File: src/rtl/ila_stream_packer.sv
// ----------------------------------------------------------------------------
// ila_stream_packer
//
// Packs a fixed-length capture of narrow ILA samples into wide AXI-Stream
// words. A start pulse latches the number of samples to collect; samples are
// then pulled from the ILA one per clock (when offered). PACK samples are
// concatenated LSB-first into one output word. The final word of the capture
// may be partially filled; its unused upper lanes are zero and it carries
// tlast. A done pulse follows acceptance of the tlast word.
//
// Ports
//   clk               rising-edge clock
//   rst               synchronous active-high reset
//   start             one-cycle pulse, arms a capture (ignored unless idle)
//   total_samples_in  samples to pack in this capture (0 = ignored)
//   sample_in         ILA sample data
//   sample_valid_in   ILA sample available
//   sample_pulled     combinational, sample consumed on this rising edge
//   m_axis_tdata      packed output word
//   m_axis_tvalid     output word valid
//   m_axis_tready     downstream ready
//   m_axis_tlast      last word of the capture
//   busy              capture in progress (state != IDLE)
//   done              one-cycle pulse after the tlast word is accepted
//
// WORD_WIDTH must be an integer multiple of SAMPLE_WIDTH, with at least two
// samples per word.
// ----------------------------------------------------------------------------
module ila_stream_packer #(
  parameter int SAMPLE_WIDTH = 16,
  parameter int WORD_WIDTH   = 32,
  parameter int COUNT_WIDTH  = 16
) (
  input  logic                    clk,
  input  logic                    rst,
  input  logic                    start,
  input  logic [COUNT_WIDTH-1:0]  total_samples_in,
  input  logic [SAMPLE_WIDTH-1:0] sample_in,
  input  logic                    sample_valid_in,
  output logic                    sample_pulled,
  output logic [WORD_WIDTH-1:0]   m_axis_tdata,
  output logic                    m_axis_tvalid,
  input  logic                    m_axis_tready,
  output logic                    m_axis_tlast,
  output logic                    busy,
  output logic                    done
);

  localparam int                PACK      = WORD_WIDTH / SAMPLE_WIDTH;
  localparam int                LANE_W    = $clog2(PACK);
  localparam logic [LANE_W-1:0] LANE_LAST = LANE_W'(PACK - 1);

  typedef enum logic [1:0] {
    ST_IDLE,
    ST_PACK,
    ST_DRAIN
  } state_e;

  state_e                  state_q, state_d;
  logic [COUNT_WIDTH-1:0]  total_q, total_d;
  logic [COUNT_WIDTH-1:0]  count_q, count_d;
  logic [LANE_W-1:0]       lane_q,  lane_d;
  logic [WORD_WIDTH-1:0]   acc_q,   acc_d;
  logic [WORD_WIDTH-1:0]   tdata_q, tdata_d;
  logic                    tvalid_q, tvalid_d;
  logic                    tlast_q,  tlast_d;
  logic                    done_q,   done_d;

  logic                    xfer;
  logic                    last_sample;
  logic                    word_end;
  logic                    stall;
  logic                    pull;
  logic [WORD_WIDTH-1:0]   word_next;

  // NOTE: every variable gets a default at the top of the block, so no path
  // leaves one unassigned and no latch can be inferred.
  always_comb begin
    state_d  = state_q;
    total_d  = total_q;
    count_d  = count_q;
    lane_d   = lane_q;
    acc_d    = acc_q;
    tdata_d  = tdata_q;
    tvalid_d = tvalid_q;
    tlast_d  = tlast_q;
    done_d   = 1'b0;

    xfer        = tvalid_q && m_axis_tready;
    last_sample = (count_q == total_q - COUNT_WIDTH'(1));
    word_end    = (lane_q == LANE_LAST) || last_sample;
    // A word-completing sample needs the output register; hold it off only
    // while an unaccepted word still occupies that register.
    stall       = word_end && tvalid_q && !m_axis_tready;
    pull        = (state_q == ST_PACK) && sample_valid_in && !stall;

    // Accumulator with the current sample dropped into its lane.
    word_next = acc_q;
    for (int k = 0; k < PACK; k++) begin
      if (lane_q == LANE_W'(k)) begin
        word_next[k*SAMPLE_WIDTH +: SAMPLE_WIDTH] = sample_in;
      end
    end

    // Retire the held word; a load below may refill it on the same edge.
    if (xfer) begin
      tvalid_d = 1'b0;
      tlast_d  = 1'b0;
    end

    case (state_q)
      ST_IDLE: begin
        if (start && (total_samples_in != '0)) begin
          state_d = ST_PACK;
          total_d = total_samples_in;
          count_d = '0;
          lane_d  = '0;
          acc_d   = '0;
        end
      end

      ST_PACK: begin
        if (pull) begin
          count_d = count_q + COUNT_WIDTH'(1);
          if (word_end) begin
            tdata_d  = word_next;
            tvalid_d = 1'b1;
            tlast_d  = last_sample;
            acc_d    = '0;
            lane_d   = '0;
            if (last_sample) begin
              state_d = ST_DRAIN;
            end
          end else begin
            acc_d  = word_next;
            lane_d = lane_q + LANE_W'(1);
          end
        end
      end

      ST_DRAIN: begin
        if (xfer && tlast_q) begin
          state_d = ST_IDLE;
          done_d  = 1'b1;
        end
      end

      default: state_d = ST_IDLE;
    endcase
  end

  // NOTE: state registers use non-blocking assignments so every flop samples
  // the pre-edge values, independent of statement order.
  always_ff @(posedge clk) begin
    if (rst) begin
      state_q  <= ST_IDLE;
      total_q  <= '0;
      count_q  <= '0;
      lane_q   <= '0;
      acc_q    <= '0;
      tdata_q  <= '0;
      tvalid_q <= 1'b0;
      tlast_q  <= 1'b0;
      done_q   <= 1'b0;
    end else begin
      state_q  <= state_d;
      total_q  <= total_d;
      count_q  <= count_d;
      lane_q   <= lane_d;
      acc_q    <= acc_d;
      tdata_q  <= tdata_d;
      tvalid_q <= tvalid_d;
      tlast_q  <= tlast_d;
      done_q   <= done_d;
    end
  end

  // Gated by rst so no sample is reported consumed during a reset cycle.
  assign sample_pulled = pull && !rst;
  assign m_axis_tdata  = tdata_q;
  assign m_axis_tvalid = tvalid_q;
  assign m_axis_tlast  = tlast_q;
  assign busy          = (state_q != ST_IDLE);
  assign done          = done_q;

endmodule

File: config.mk
export PLATFORM = sky130hd
export DESIGN_NAME = ila_stream_packer
export DESIGN_NICKNAME = d
export VERILOG_FILES = /design/src/rtl/ila_stream_packer.sv
export SDC_FILE = /design/constraint.sdc
export NUM_CORES = 1
export LEC_CHECK = 0
export BUFFER_PORTS_ARGS = -buffer_cell sky130_fd_sc_hd__buf_4
export CORE_ASPECT_RATIO = 0.9
export CORE_MARGIN = 5
export CORE_UTILIZATION = 45
export DETAILED_ROUTE_END_ITERATION = 7
export PLACE_DENSITY = 0.73
export SETUP_SLACK_MARGIN = 0.02
export SLEW_MARGIN = 20
export SYNTH_ARGS = -nofsm -noshare
export SYNTH_HDL_FRONTEND = slang
export SYNTH_SLANG_ARGS = --single-unit
File: constraint.sdc
create_clock -name clk -period 5.4 [get_ports clk]
set_input_delay 0.27 -clock clk [delete_from_list [all_inputs] [get_ports clk]]
set_output_delay 0.27 -clock clk [all_outputs]
set_load 0.05 [all_outputs]
[Word level (Yosys, flattened, before mapping)]
Cells that the tools add are included.
Storage, ports and cells
  RAM bits: 0
  latch bits: 0
  output and inout bits: 37
  input bits: 37
  register bits: 102
  ROM bits: 0
  word-level logic and storage cells: 70
  memories kept: 0
Cells by class
  shifts and indexed selects: 0
  $mul: 0
  bitwise gates (word level): 1
  divide/modulo/power cells: 0
  muxes and demuxes: 28
  $add $sub $neg: 3
  equal/unequal tests: 8
  reductions and logical operators: 21
  $lt $le $gt $ge: 0
Operator list (count)
  $mux W32: 3
  $mux W16: 4
  $pmux W32 S2: 1
  $pmux W16 S2: 1
  $add A16 B1 Y16 const B: 1
  $eq A16 B16 Y1: 1
  $reduce_bool A16 Y1: 1
  $sub A16 B1 Y16 const B: 1
  $mux W1: 12
  $mux W2: 5
  $ne A2 B2 Y1 const B: 5
  $logic_and A1 B1 Y1: 8
  $pmux W2 S3: 1
  $reduce_and A3 Y1: 2
  $reduce_and A5 Y1: 1
  $reduce_bool A2 Y1: 2
  $logic_not A1 Y1: 3
  $eq A2 B1 Y1 const B: 1
  $eq A2 B2 Y1 const B: 1
  $logic_not A2 Y1: 1
  $pmux W1 S2: 1
  $reduce_and A2 Y1: 1
  $reduce_or A2 Y1: 1
  $add A1 B1 Y1 const B: 1
  other kinds (2): 2

[Longest topological paths before layout]
Gate-level depths: netlist of run 1.
  depth after elaboration: 9
  depth in mapped cells: 13
  mapped depth without buffers: 10

[Worst setup path after synthesis of run 1]
OpenSTA, ideal clock, no wires.
  path type: register to output
  start point: register total_q[0]
  end point: output sample_pulled
  cell stages (with the launch flop): 13
  path slack: 2.136 ns
  buffers on the path: 3
  arrival time: 2.994 ns
  required time: 5.130 ns
  cells stage by stage: dfxtp_1 -> inv_1 -> ha_1 -> or4b_4 -> buf_6 -> nor4_1 -> xnor2_1 -> and3_1 -> o211ai_1 -> o21ai_4 -> buf_6 -> buf_6 -> nor2_1
On the way
  longest elaborated chain between the ends: 8
Ends and longest elaborated chain
  start: declaration: RTL line 60  | logic [COUNT_WIDTH-1:0] total_q, total_d;
  start signal: assignment: RTL line 167  | total_q <= total_d;
  $sub A16 B1 Y16: RTL line 90  | last_sample = (count_q == total_q - COUNT_WIDTH'(1));
  $eq A16 B16 Y1: RTL line 90
  $logic_or A1 B1 Y1: RTL line 91  | word_end = (lane_q == LANE_LAST) || last_sample;
  $logic_and A1 B1 Y1 (2 in a row): RTL line 94  | stall = word_end && tvalid_q && !m_axis_tready;
  $logic_not A1 Y1: RTL line 95  | pull = (state_q == ST_PACK) && sample_valid_in && !stall;
  $logic_and A1 B1 Y1: RTL line 95
  $logic_and A1 B1 Y1: RTL line 179  | assign sample_pulled = pull && !rst;
  end: declaration: RTL line 40  | output logic sample_pulled,
Every way passes these cells.

[Worst setup path after layout of run 1]
Ends and elaborated chain as after synthesis.

==> impl_metrics.env, run 1 <==
export IMPL_cp_start_kind="flop"
export IMPL_cts_tree="built"
export IMPL_ys_ff_latch=102
export IMPL_tritoncts_num_buffers=9
export IMPL_worst_ep_required_time_ns=5.13
export IMPL_vias_per_cell=5.972
export IMPL_drt_initial_drc_count=365
export IMPL_finalCritPeriodShare_pct=75.33
export IMPL_timing_hold_worst_class="input port to flop"
export IMPL_cellLeakagePower_nw=2.129
export IMPL_synthToLayoutAreaGrowth_pct=16.90
export IMPL_worst_ir_drop_on_vdd_v=0.0001847
export IMPL_synthDominantCellAreaShare_pct=42.69
export IMPL_asyncSetResetFlopFracSynth_pct=0
export IMPL_drtPass1Iterations=5
export IMPL_met1Wirelength_um=5563
export IMPL_std_cell_rows=35
export IMPL_finalSetupViolCount=0
export IMPL_finalNetCount=580
export IMPL_detailed_place_hpwl_um=8215
export IMPL_synth_area_mm2=0.004783
export IMPL_cts_repair_timing_setup_buffer_count=0
export IMPL_drv_slew=0
export IMPL_post_place_ws_ns=1.446
export IMPL_grt_antenna_before_repair=0
export IMPL_remaining_drc_errors=0
export IMPL_gr_usage_all_layers_pct=17.96
export IMPL_synth_ff_type="sky130_fd_sc_hd__dfxtp_1"
export IMPL_layout_drive_gt1_share_pct=20.51
export IMPL_wire_length_of_the_first_global_routing_pass_um=18800
export IMPL_timing_hold_ws_ns=0.1544
export IMPL_grt_max_degree=66
export IMPL_mean_instance_size_in_the_synthesized_netlist_um2=9.683
export IMPL_ys_warnings_count=0
export IMPL_wl_per_cell_um=17.25
export IMPL_total_power_mw=1.731
export IMPL_gpl_final_weighted_congestion=0.8893
export IMPL_design_die_area_mm2=0.01279
export IMPL_port_buffer_count=73
export IMPL_synth_enable_flop_cells=0
export IMPL_ctsResizeCount=0
export IMPL_drt_wl_total_um=11650
export IMPL_first_global_vias=3685
export IMPL_final_setup_skew_ns=0.006447
export IMPL_die_width_um=118.7
export IMPL_maxCapViolCount=0
export IMPL_cts_root_buf="sky130_fd_sc_hd__clkbuf_16"
export IMPL_critPathCaptureType="primary output"
export IMPL_fin_ws_ns=1.332
export IMPL_seq_total_area_yosys_pct=42.69
export IMPL_synthesis_nets=533
export IMPL_cp_buffers_inverters=2
export IMPL_core_area_mm2=0.01033
export IMPL_wl_met3_um=782
export IMPL_chipHeight_um=107.8
export IMPL_rsz0062_at_grt="no"
export IMPL_outcome="complete, no violations"
export IMPL_stdcell_area_mm2=0.005592
export IMPL_clock_tree_buffer_depth=2
export IMPL_initial_core_util_pct=46.28
export IMPL_clock_sink_count=102
export IMPL_setup_total_negative_slack_ns=0
export IMPL_worst_slew_pin_transition_ns=1.059
export IMPL_pin_count=74
export IMPL_hold_violations=0
export IMPL_arrival_ns=3.80
export IMPL_cts_hold_repair_buffers=0
export IMPL_standard_cell_with_the_maximum_stage_delay_on_the_critical_path="sky130_fd_sc_hd__o21ai_4"
export IMPL_vias=4031
export IMPL_num_antenna_cells=0
export IMPL_critical_path_max_stage_delay_ns=0.61
export IMPL_highest_signal_layer="met4"
export IMPL_htreeDepth=3
export IMPL_worst_path_max_fanout=34
export IMPL_max_slew_margin_rel_pct=29.41
export IMPL_synth_lib_cells_used_distinct=53
export IMPL_max_freq_mhz=245.8
export IMPL_power_per_cell_area_mw_per_mm2=309.6
export IMPL_post_synth_most_frequent_cells="102 x sky130_fd_sc_hd__dfxtp_1, 53 x sky130_fd_sc_hd__a21oi_1, 49 x sky130_fd_sc_hd__mux2i_1"
export IMPL_final_critical_delay_including_setup_and_external_delays_ns=4.068
export IMPL_synth_area_leaders="sky130_fd_sc_hd__dfxtp_1 43%, sky130_fd_sc_hd__mux2i_1 10%, sky130_fd_sc_hd__a311oi_1 5.9%"
export IMPL_critical_path_cell_chain="inv_1, ha_1, or4b_4, nor4b_4, xnor2_1, o21a_1, or4b_4, o21ai_4, nor2_1, buf_4"
export IMPL_syn_instance_count=494
export IMPL_worst_skew_pair_late_latency_ns=0.35
export IMPL_critPathKind="flop to primary output"
export IMPL_post_synth_top_area_cell="sky130_fd_sc_hd__dfxtp_1"
export IMPL_clk_pin_slew_ns=0.08
export IMPL_critPathMostFrequentCell="sky130_fd_sc_hd__or4b_4"
export IMPL_crit_family="simple AND/OR/NAND/NOR gates"
export IMPL_dpl_instance_area_mm2=0.005290
export IMPL_wl_met2_um=5134
export IMPL_final_antenna_net_count=0
export IMPL_grt_overflow_total=0
export IMPL_synth_most_common_cell="sky130_fd_sc_hd__dfxtp_1"
==> report_power, final <==
group	leakage, nW	switching [mW]	internal (mW)
logic	1.15	0.161	0.113
registers	0.827	0.0364	0.774
clock network	0.149	0.308	0.339
total	2.13	0.505	1.23
==> cell usage in the layout (no fill, tap or decap), types with 3 or more instances in the layout <==
| cell type | netlist | routed |
|---|---|---|
| sky130_fd_sc_hd__nor2_1 | 30 | 29 |
| sky130_fd_sc_hd__nand4_1 | 5 | 5 |
| sky130_fd_sc_hd__nand3_1 | 10 | 10 |
| sky130_fd_sc_hd__a22o_1 | 10 | 10 |
| sky130_fd_sc_hd__a22o_2 | 6 | 6 |
| sky130_fd_sc_hd__and3_1 | 4 | 4 |
| sky130_fd_sc_hd__nand2_1 | 17 | 17 |
| sky130_fd_sc_hd__or3_1 | 5 | 5 |
| sky130_fd_sc_hd__xor2_1 | 10 | 10 |
| sky130_fd_sc_hd__clkbuf_16 | 0 | 9 |
| sky130_fd_sc_hd__inv_1 | 9 | 9 |
| sky130_fd_sc_hd__xnor2_1 | 13 | 13 |
| sky130_fd_sc_hd__o41ai_1 | 3 | 3 |
| sky130_fd_sc_hd__a31oi_1 | 4 | 4 |
| sky130_fd_sc_hd__dfxtp_1 | 102 | 101 |
| sky130_fd_sc_hd__nor2b_1 | 20 | 20 |
| sky130_fd_sc_hd__inv_6 | 0 | 3 |
| sky130_fd_sc_hd__o31ai_1 | 7 | 7 |
| sky130_fd_sc_hd__a311oi_1 | 32 | 32 |
| sky130_fd_sc_hd__mux2i_1 | 49 | 49 |
| sky130_fd_sc_hd__nor4_1 | 10 | 10 |
| sky130_fd_sc_hd__nor3_1 | 5 | 5 |
| sky130_fd_sc_hd__or4_1 | 8 | 8 |
| sky130_fd_sc_hd__nand2b_1 | 4 | 4 |
| sky130_fd_sc_hd__a21oi_1 | 53 | 53 |
| sky130_fd_sc_hd__o211ai_1 | 3 | 3 |
| sky130_fd_sc_hd__o311ai_0 | 4 | 4 |
| sky130_fd_sc_hd__buf_4 | 2 | 76 |
| sky130_fd_sc_hd__o21ai_1 | 3 | 3 |
==> sequential cells by signal (all words and copies together), names as in the netlist <==
register,cells
count_q,16
acc_q,32
done,1
m_axis_tdata,32
lane_q,1
m_axis_tvalid,1
state_q,2
total_q,16
m_axis_tlast,1
==> path summary, 6_finish.rpt <==
| kind | start | endpoint | slack, ns | cells past startpoint |
|---|---|---|---|---|
| hold reg to reg | acc_q[20]$_SDFFE_PP0P_ | acc_q[20]$_SDFFE_PP0P_ | 0.47 | 1 |
| setup / recovery | total_q[0]$_SDFFE_PP0P_ | sample_pulled | 1.33 | 10 |
| hold / removal | sample_in[9] | acc_q[9]$_SDFFE_PP0P_ | 0.15 | 2 |
| setup reg to reg | total_q[0]$_SDFFE_PP0P_ | acc_q[4]$_SDFFE_PP0P_ | 1.40 | 10 |
==> layout make-up <==
cell class,instances,area [um^2]
fill,947,4743
multi-input combinational,343,2481
sequential,102,2043
timing repair buffer,76,570.5
clock buffer,10,239.0
tap,129,161.4
clock inverter,6,62.56
inverter,9,33.78
==> metal layers <==
layer / vias to the layer above / track usage (%)
met5: - / 0
met4: 0 / 4.549
met3: 15 / 3.994
met2: 150 / 27.55
met1: 1893 / 25.56
li1: 1973 / -
==> through the flow <==
step / utilization, % / instances
global placement: 51.19 / 659
global route: 54.10 / 675
detailed placement: 51.19 / 659
finish: 54.10 / 675
floorplan: - / 494
CTS: 54.10 / 675
==> cell families (layout without fill, tap and decap cells) <==
family | count (synthesis) | in the layout | synth area share, %
buf+inv | 49 | 101 | 5.885
flops | 102 | 102 | 42.69
mux | 49 | 49 | 10.25
xor+xnor | 23 | 23 | 4.211
compound gates | 142 | 142 | 21.71
simple gates | 127 | 127 | 14.73
fa+ha+maj | 2 | 2 | 0.5231
Note: power is estimated with default switching activity, not from simulation.
==> inputs of run 2 (changes only) <==
--- a/config.mk
+++ b/config.mk
@@ -10,7 +10,7 @@
 export CORE_MARGIN = 5
 export CORE_UTILIZATION = 45
 export DETAILED_ROUTE_END_ITERATION = 7
-export PLACE_DENSITY = 0.73
+export PLACE_DENSITY = 0.75
 export SETUP_SLACK_MARGIN = 0.02
 export SLEW_MARGIN = 20
 export SYNTH_ARGS = -nofsm -noshare
==> constraint.sdc (replaced) <==
create_clock -name clk -period 3.63 [get_ports clk]
set_input_delay 0.1815 -clock clk [delete_from_list [all_inputs] [get_ports clk]]
set_output_delay 0.1815 -clock clk [all_outputs]
set_load 0.05 [all_outputs]
==> impl_metrics.env, run 2 (same netlist as run 1, synthesis figures left out) <==
export IMPL_critical_path_cell_chain="inv_1, ha_2, or4b_4, nor4b_4, xnor2_1, o21a_1, or4b_4, o21ai_4, nor2_1, buf_4"
export IMPL_drtPass1Iterations=4
export IMPL_vias=4000
export IMPL_finalNetCount=586
export IMPL_vias_per_cell=5.874
export IMPL_maxCapViolCount=0
export IMPL_max_freq_mhz=294.4
export IMPL_r2r_cells=11
export IMPL_critPathCaptureType="primary output"
export IMPL_port_buffer_count=73
export IMPL_power_per_cell_area_mw_per_mm2=454.4
export IMPL_gr_usage_all_layers_pct=17.69
export IMPL_clock_tree_buffer_depth=2
export IMPL_core_area_mm2=0.01033
export IMPL_hold_violations=0
export IMPL_die_width_um=118.7
export IMPL_stdcell_area_mm2=0.005645
export IMPL_drt_initial_drc_count=290
export IMPL_critPathMostFrequentCell="sky130_fd_sc_hd__or4b_4"
export IMPL_final_critical_delay_including_setup_and_external_delays_ns=3.396
export IMPL_mostFrequentLayoutCells="101 x sky130_fd_sc_hd__dfxtp_1, 81 x sky130_fd_sc_hd__buf_4, 53 x sky130_fd_sc_hd__a21oi_1"
export IMPL_grt_max_degree=65
export IMPL_grt_overflow_total=0
export IMPL_outcome="complete, no violations"
export IMPL_num_antenna_cells=0
export IMPL_critPathCapture="sample_pulled"
export IMPL_cp_start_kind="flop"
export IMPL_clk_pin_slew_ns=0.07
export IMPL_final_antenna_net_count=0
export IMPL_grt_antenna_before_repair=0
export IMPL_wl_per_cell_um=16.74
export IMPL_finalSetupViolCount=0
export IMPL_ff2ff_setup_slack_ns=0.33
export IMPL_worst_ep_required_time_ns=3.45
export IMPL_worst_slew_pin_transition_ns=0.8382
export IMPL_cts_tree="built"
export IMPL_htreeDepth=3
export IMPL_gpl_final_weighted_congestion=0.8484
export IMPL_drt_wl_total_um=11400
export IMPL_cellLeakagePower_nw=2.153
export IMPL_chipHeight_um=107.8
export IMPL_finalCritPeriodShare_pct=93.56
export IMPL_wire_length_of_the_first_global_routing_pass_um=18730
export IMPL_worst_skew_pair_late_latency_ns=0.35
export IMPL_setup_total_negative_slack_ns=0
export IMPL_synthToLayoutAreaGrowth_pct=18.02
export IMPL_worst_ir_drop_on_vdd_v=0.0003012
export IMPL_first_global_vias=3760
export IMPL_timing_hold_worst_class="input port to flop"
export IMPL_cp_startpoint="total_q[0]$_SDFFE_PP0P_"
export IMPL_r2r_end="lane_q$_SDFFE_PP0P_"
export IMPL_standard_cell_with_the_maximum_stage_delay_on_the_critical_path="sky130_fd_sc_hd__or4b_4"
export IMPL_layout_cells_most_common="sky130_fd_sc_hd__dfxtp_1"
export IMPL_detailed_place_hpwl_um=7947
export IMPL_tritoncts_num_buffers=9
export IMPL_pin_count=74
export IMPL_critPathKind="flop to primary output"
export IMPL_initial_core_util_pct=46.28
export IMPL_clock_sink_count=102
export IMPL_remaining_drc_errors=0
export IMPL_design_die_area_mm2=0.01279
export IMPL_worst_path_max_fanout=7
export IMPL_arrival_ns=3.21
export IMPL_critical_path_max_stage_delay_ns=0.56
export IMPL_rsz0062_at_grt="no"
export IMPL_std_cell_rows=35
export IMPL_dpl_instance_area_mm2=0.005340
export IMPL_max_slew_margin_rel_pct=44.12
export IMPL_final_setup_skew_ns=0.006034
export IMPL_drv_slew=0
export IMPL_crit_reg2reg_launch="total_q[0]$_SDFFE_PP0P_"
export IMPL_cts_root_buf="sky130_fd_sc_hd__clkbuf_16"
export IMPL_layout_drive_gt1_share_pct=21.56
[run 2: cell count changes in the layout (fill, tap and decap cells not counted), sizes merged]
cell	previous run	this run
clkinvlp	0	1
clkinv	2	4
buf	76	82
clkbuf	10	9
inv	13	11
[run 2: worst min-delay path by stage]
stage                  start                endpoint  cells past startpoint
5_1_grt        sample_in[12]  acc_q[12]$_SDFFE_PP0P_                      2
6_report       sample_in[14]  acc_q[14]$_SDFFE_PP0P_                      2
2_1_floorplan  sample_in[10]  acc_q[10]$_SDFFE_PP0P_                      1
4_1_cts        sample_in[14]  acc_q[14]$_SDFFE_PP0P_                      2
3_3_place_gp   sample_in[13]  acc_q[13]$_SDFFE_PP0P_                      2
3_5_place_dp   sample_in[14]  acc_q[14]$_SDFFE_PP0P_                      2
[run 2: what timing repair did]
action                                 4_1_cts  5_1_grt
gates resized for setup                      0        1
hold buffers                                 0        0
buffers inserted                             0        1
setup endpoints to repair                    0        1
endpoints found under the hold margin        0        0
[run 2: area by class of cell]
class | instances | area (um^2)
Clock buffer | 9 | 225.2
Clock inverter | 7 | 70.07
Fill cell | 939 | 4690
Inverter | 9 | 33.78
Multi-Input combinational cell | 343 | 2484
Sequential cell | 102 | 2043
Tap cell | 129 | 161.4
Timing Repair Buffer | 82 | 628.1
[run 2: through the flow]
stage,utilization [%],hold slack [ns],total power [mW],cells,worst slack (ns)
floorplan,-,0.3070,1.535,494,0.4545
global placement,51.67,0.4156,1.633,664,0.4126
detailed placement,51.67,0.4165,1.643,664,0.2883
CTS,54.53,0.05104,2.581,680,0.09582
global route,54.62,0.05985,2.681,681,0.06438
finish,54.62,0.05743,2.565,681,0.2337
[run 2: worst max-delay path, delay by kind of cell, from the launching register on]
family	cells	cell delay (ns)
and+or+nand+nor	4	1.49
DFF	1	0.37
AOI/OAI and AO/OA	2	0.37
buffers and inverters	2	0.31
adders and majority gates	1	0.22
xor gates and xnor gates	1	0.10
[run 2: where the power goes]
part / internal, mW / leakage, nW / switching (mW)
combinational: 0.176 / 1.18 / 0.262
sequential: 1.15 / 0.827 / 0.0337
clock: 0.482 / 0.141 / 0.460
[run 2: metal layers]
metal | track usage (%) | up-vias | part of all wire [%]
li1 | - | 1967 | -
met1 | 24.42 | 1908 | 48
met2 | 27.55 | 112 | 45
met3 | 4.677 | 13 | 6.2
met4 | 4.384 | 0 | 1.1
met5 | 0 | - | 0
==> inputs of run 3 (changes only) <==
--- a/config.mk
+++ b/config.mk
@@ -5,13 +5,15 @@
 export SDC_FILE = /design/constraint.sdc
 export NUM_CORES = 1
 export LEC_CHECK = 0
-export BUFFER_PORTS_ARGS = -buffer_cell sky130_fd_sc_hd__buf_4
 export CORE_ASPECT_RATIO = 0.9
 export CORE_MARGIN = 5
 export CORE_UTILIZATION = 45
 export DETAILED_ROUTE_END_ITERATION = 7
-export PLACE_DENSITY = 0.75
+export DONT_BUFFER_PORTS = 1
+export GPL_ROUTABILITY_DRIVEN = 0
+export PLACE_DENSITY = 0.69
 export SETUP_SLACK_MARGIN = 0.02
+export SKIP_LAST_GASP = 1
 export SLEW_MARGIN = 20
 export SYNTH_ARGS = -nofsm -noshare
 export SYNTH_HDL_FRONTEND = slang
==> impl_metrics.env, run 3 (same netlist as run 1, synthesis figures left out) <==
export IMPL_layout_drive_gt1_share_pct=9.552
export IMPL_drv_slew=0
export IMPL_finalSetupViolCount=0
export IMPL_worst_skew_pair_late_latency_ns=0.35
export IMPL_max_freq_mhz=288.7
export IMPL_wl_met3_um=961
export IMPL_mostFrequentLayoutCells="101 x sky130_fd_sc_hd__dfxtp_1, 53 x sky130_fd_sc_hd__a21oi_1, 49 x sky130_fd_sc_hd__mux2i_1"
export IMPL_cp_start_kind="flop"
export IMPL_drt_initial_drc_count=358
export IMPL_tritoncts_num_buffers=9
export IMPL_finalNonFillerCells=642
export IMPL_worst_ir_drop_on_vdd_v=0.0004131
export IMPL_die_width_um=118.7
export IMPL_timing_hold_ws_ns=0.005715
export IMPL_first_global_vias=3699
export IMPL_vias_per_cell=6.073
export IMPL_post_place_ws_ns=0.2187
export IMPL_wl_met2_um=5379
export IMPL_setup_total_negative_slack_ns=0
export IMPL_num_antenna_cells=0
export IMPL_ff2ff_setup_slack_ns=0.20
export IMPL_synthToLayoutAreaGrowth_pct=13.76
export IMPL_layout_cells_most_common="sky130_fd_sc_hd__dfxtp_1"
export IMPL_timing_hold_worst_class="input port to flop"
export IMPL_dpl_instance_area_mm2=0.004800
export IMPL_grt_overflow_total=0
export IMPL_clk_pin_slew_ns=0.07
export IMPL_critical_path_max_stage_delay_ns=0.57
export IMPL_worst_path_max_fanout=7
export IMPL_htreeDepth=3
export IMPL_cts_root_buf="sky130_fd_sc_hd__clkbuf_16"
export IMPL_drtPass1Iterations=4
export IMPL_outcome="complete, no violations"
export IMPL_wl_per_cell_um=19.10
export IMPL_final_antenna_net_count=0
export IMPL_drt_wl_total_um=12260
export IMPL_clock_power_share_pct=37.1
export IMPL_finalCritPeriodShare_pct=95.41
export IMPL_highest_signal_layer="met4"
export IMPL_arrival_ns=3.28
export IMPL_fin_ws_ns=0.1667
export IMPL_worst_ep_required_time_ns=3.45
export IMPL_port_buffer_count=0
export IMPL_combPwrFrac_pct=14.7
export IMPL_total_power_mw=2.548
export IMPL_clock_sink_count=102
export IMPL_worst_slew_pin_transition_ns=0.9346
export IMPL_finalNetCount=547
export IMPL_hold_violations=0
export IMPL_power_switching_fraction_pct=29.03
export IMPL_maxCapViolCount=0
export IMPL_power_per_cell_area_mw_per_mm2=468.3
export IMPL_worstHoldPathCells=2
export IMPL_remaining_drc_errors=0
export IMPL_max_slew_margin_rel_pct=37.54
export IMPL_grt_max_degree=65
export IMPL_power_frac_seq_pct=48.2
export IMPL_cts_tree="built"
export IMPL_detailed_place_hpwl_um=7978
export IMPL_final_critical_delay_including_setup_and_external_delays_ns=3.463
export IMPL_critical_path_cell_chain="inv_1, ha_1, or4b_4, nor4b_4, xnor2_1, o21a_1, or4b_4, o21ai_4, nor2_1, buf_4"
export IMPL_critPathMostFrequentCell="sky130_fd_sc_hd__or4b_4"
export IMPL_p_sw_uw=739.8
export IMPL_standard_cell_with_the_maximum_stage_delay_on_the_critical_path="sky130_fd_sc_hd__or4b_4"
export IMPL_critPathKind="flop to primary output"
export IMPL_stdcell_area_mm2=0.005441
export IMPL_cellInternalPower_mw=1.809
export IMPL_critPathCaptureType="primary output"
export IMPL_grt_antenna_before_repair=0
export IMPL_clock_tree_buffer_depth=2
export IMPL_final_setup_skew_ns=0.009491
export IMPL_core_area_mm2=0.01033
export IMPL_final_seq_area_mm2=0.002043
export IMPL_layout_core_utilization_pct=52.65
export IMPL_multi_input_comb_area_mm2=0.002486
export IMPL_chipHeight_um=107.8
export IMPL_wire_length_of_the_first_global_routing_pass_um=19540
export IMPL_rsz0062_at_grt="no"
export IMPL_placed_cells_incl_taps=592
export IMPL_gr_usage_all_layers_pct=18.95
export IMPL_std_cell_rows=35
export IMPL_design_die_area_mm2=0.01279
export IMPL_pin_count=74
export IMPL_vias=3899
export IMPL_fillCellCount=921
export IMPL_met1Wirelength_um=5733
export IMPL_r2r_cells=12
export IMPL_cellLeakagePower_nw=1.935
export IMPL_initial_core_util_pct=46.28
## run 3: what timing repair did
item / in CTS / in global routing
buffers inserted: 2 / 0
gates resized for setup: 0 / 1
setup endpoints to repair: 1 / 1
pin swaps: 1 / 0
hold buffers: 32 / 0
endpoints found under the hold margin: 69 / 0
## run 3: critical path, delay by kind of cell (launching register included)
kind	cells	cell delay [ns]
AOI/OAI and AO/OA	2	0.37
xor gates and xnor gates	1	0.13
and+or+nand+nor	4	1.54
buffers and inverters	2	0.27
DFF	1	0.37
adders and majority gates	1	0.26
## run 3: per-layer routing
metal,global-route usage [%],vias up
met5,0,-
met4,6.452,0
met3,6.201,17
met2,28.40,109
met1,25.61,1882
li1,-,1891
## run 3: cell type report
cell class,count,share of cell area [%]
multi-input combinational,343,45.69
sequential,102,37.55
timing repair buffer,43,7.818
clock buffer,10,4.392
tap,129,2.966
clock inverter,6,0.9657
inverter,9,0.6208
## run 3: final timing paths
check,startpoint,endpoint
setup / recovery,total_q[0]$_SDFFE_PP0P_,sample_pulled
hold / removal,total_samples_in[0],total_q[0]$_SDFFE_PP0P_
setup reg to reg,total_q[0]$_SDFFE_PP0P_,acc_q[3]$_SDFFE_PP0P_
hold reg to reg,acc_q[23]$_SDFFE_PP0P_,acc_q[23]$_SDFFE_PP0P_
## run 3: power groups by stage
stage          Combinational (mW)  Clock [mW]  Sequential [mW]
3_5_place_dp                0.324           0             1.25
6_report                    0.375       0.946             1.23
2_1_floorplan               0.296           0             1.24
4_1_cts                     0.370       0.963             1.23
5_1_grt                     0.404        1.02             1.23
3_3_place_gp                0.315           0             1.25
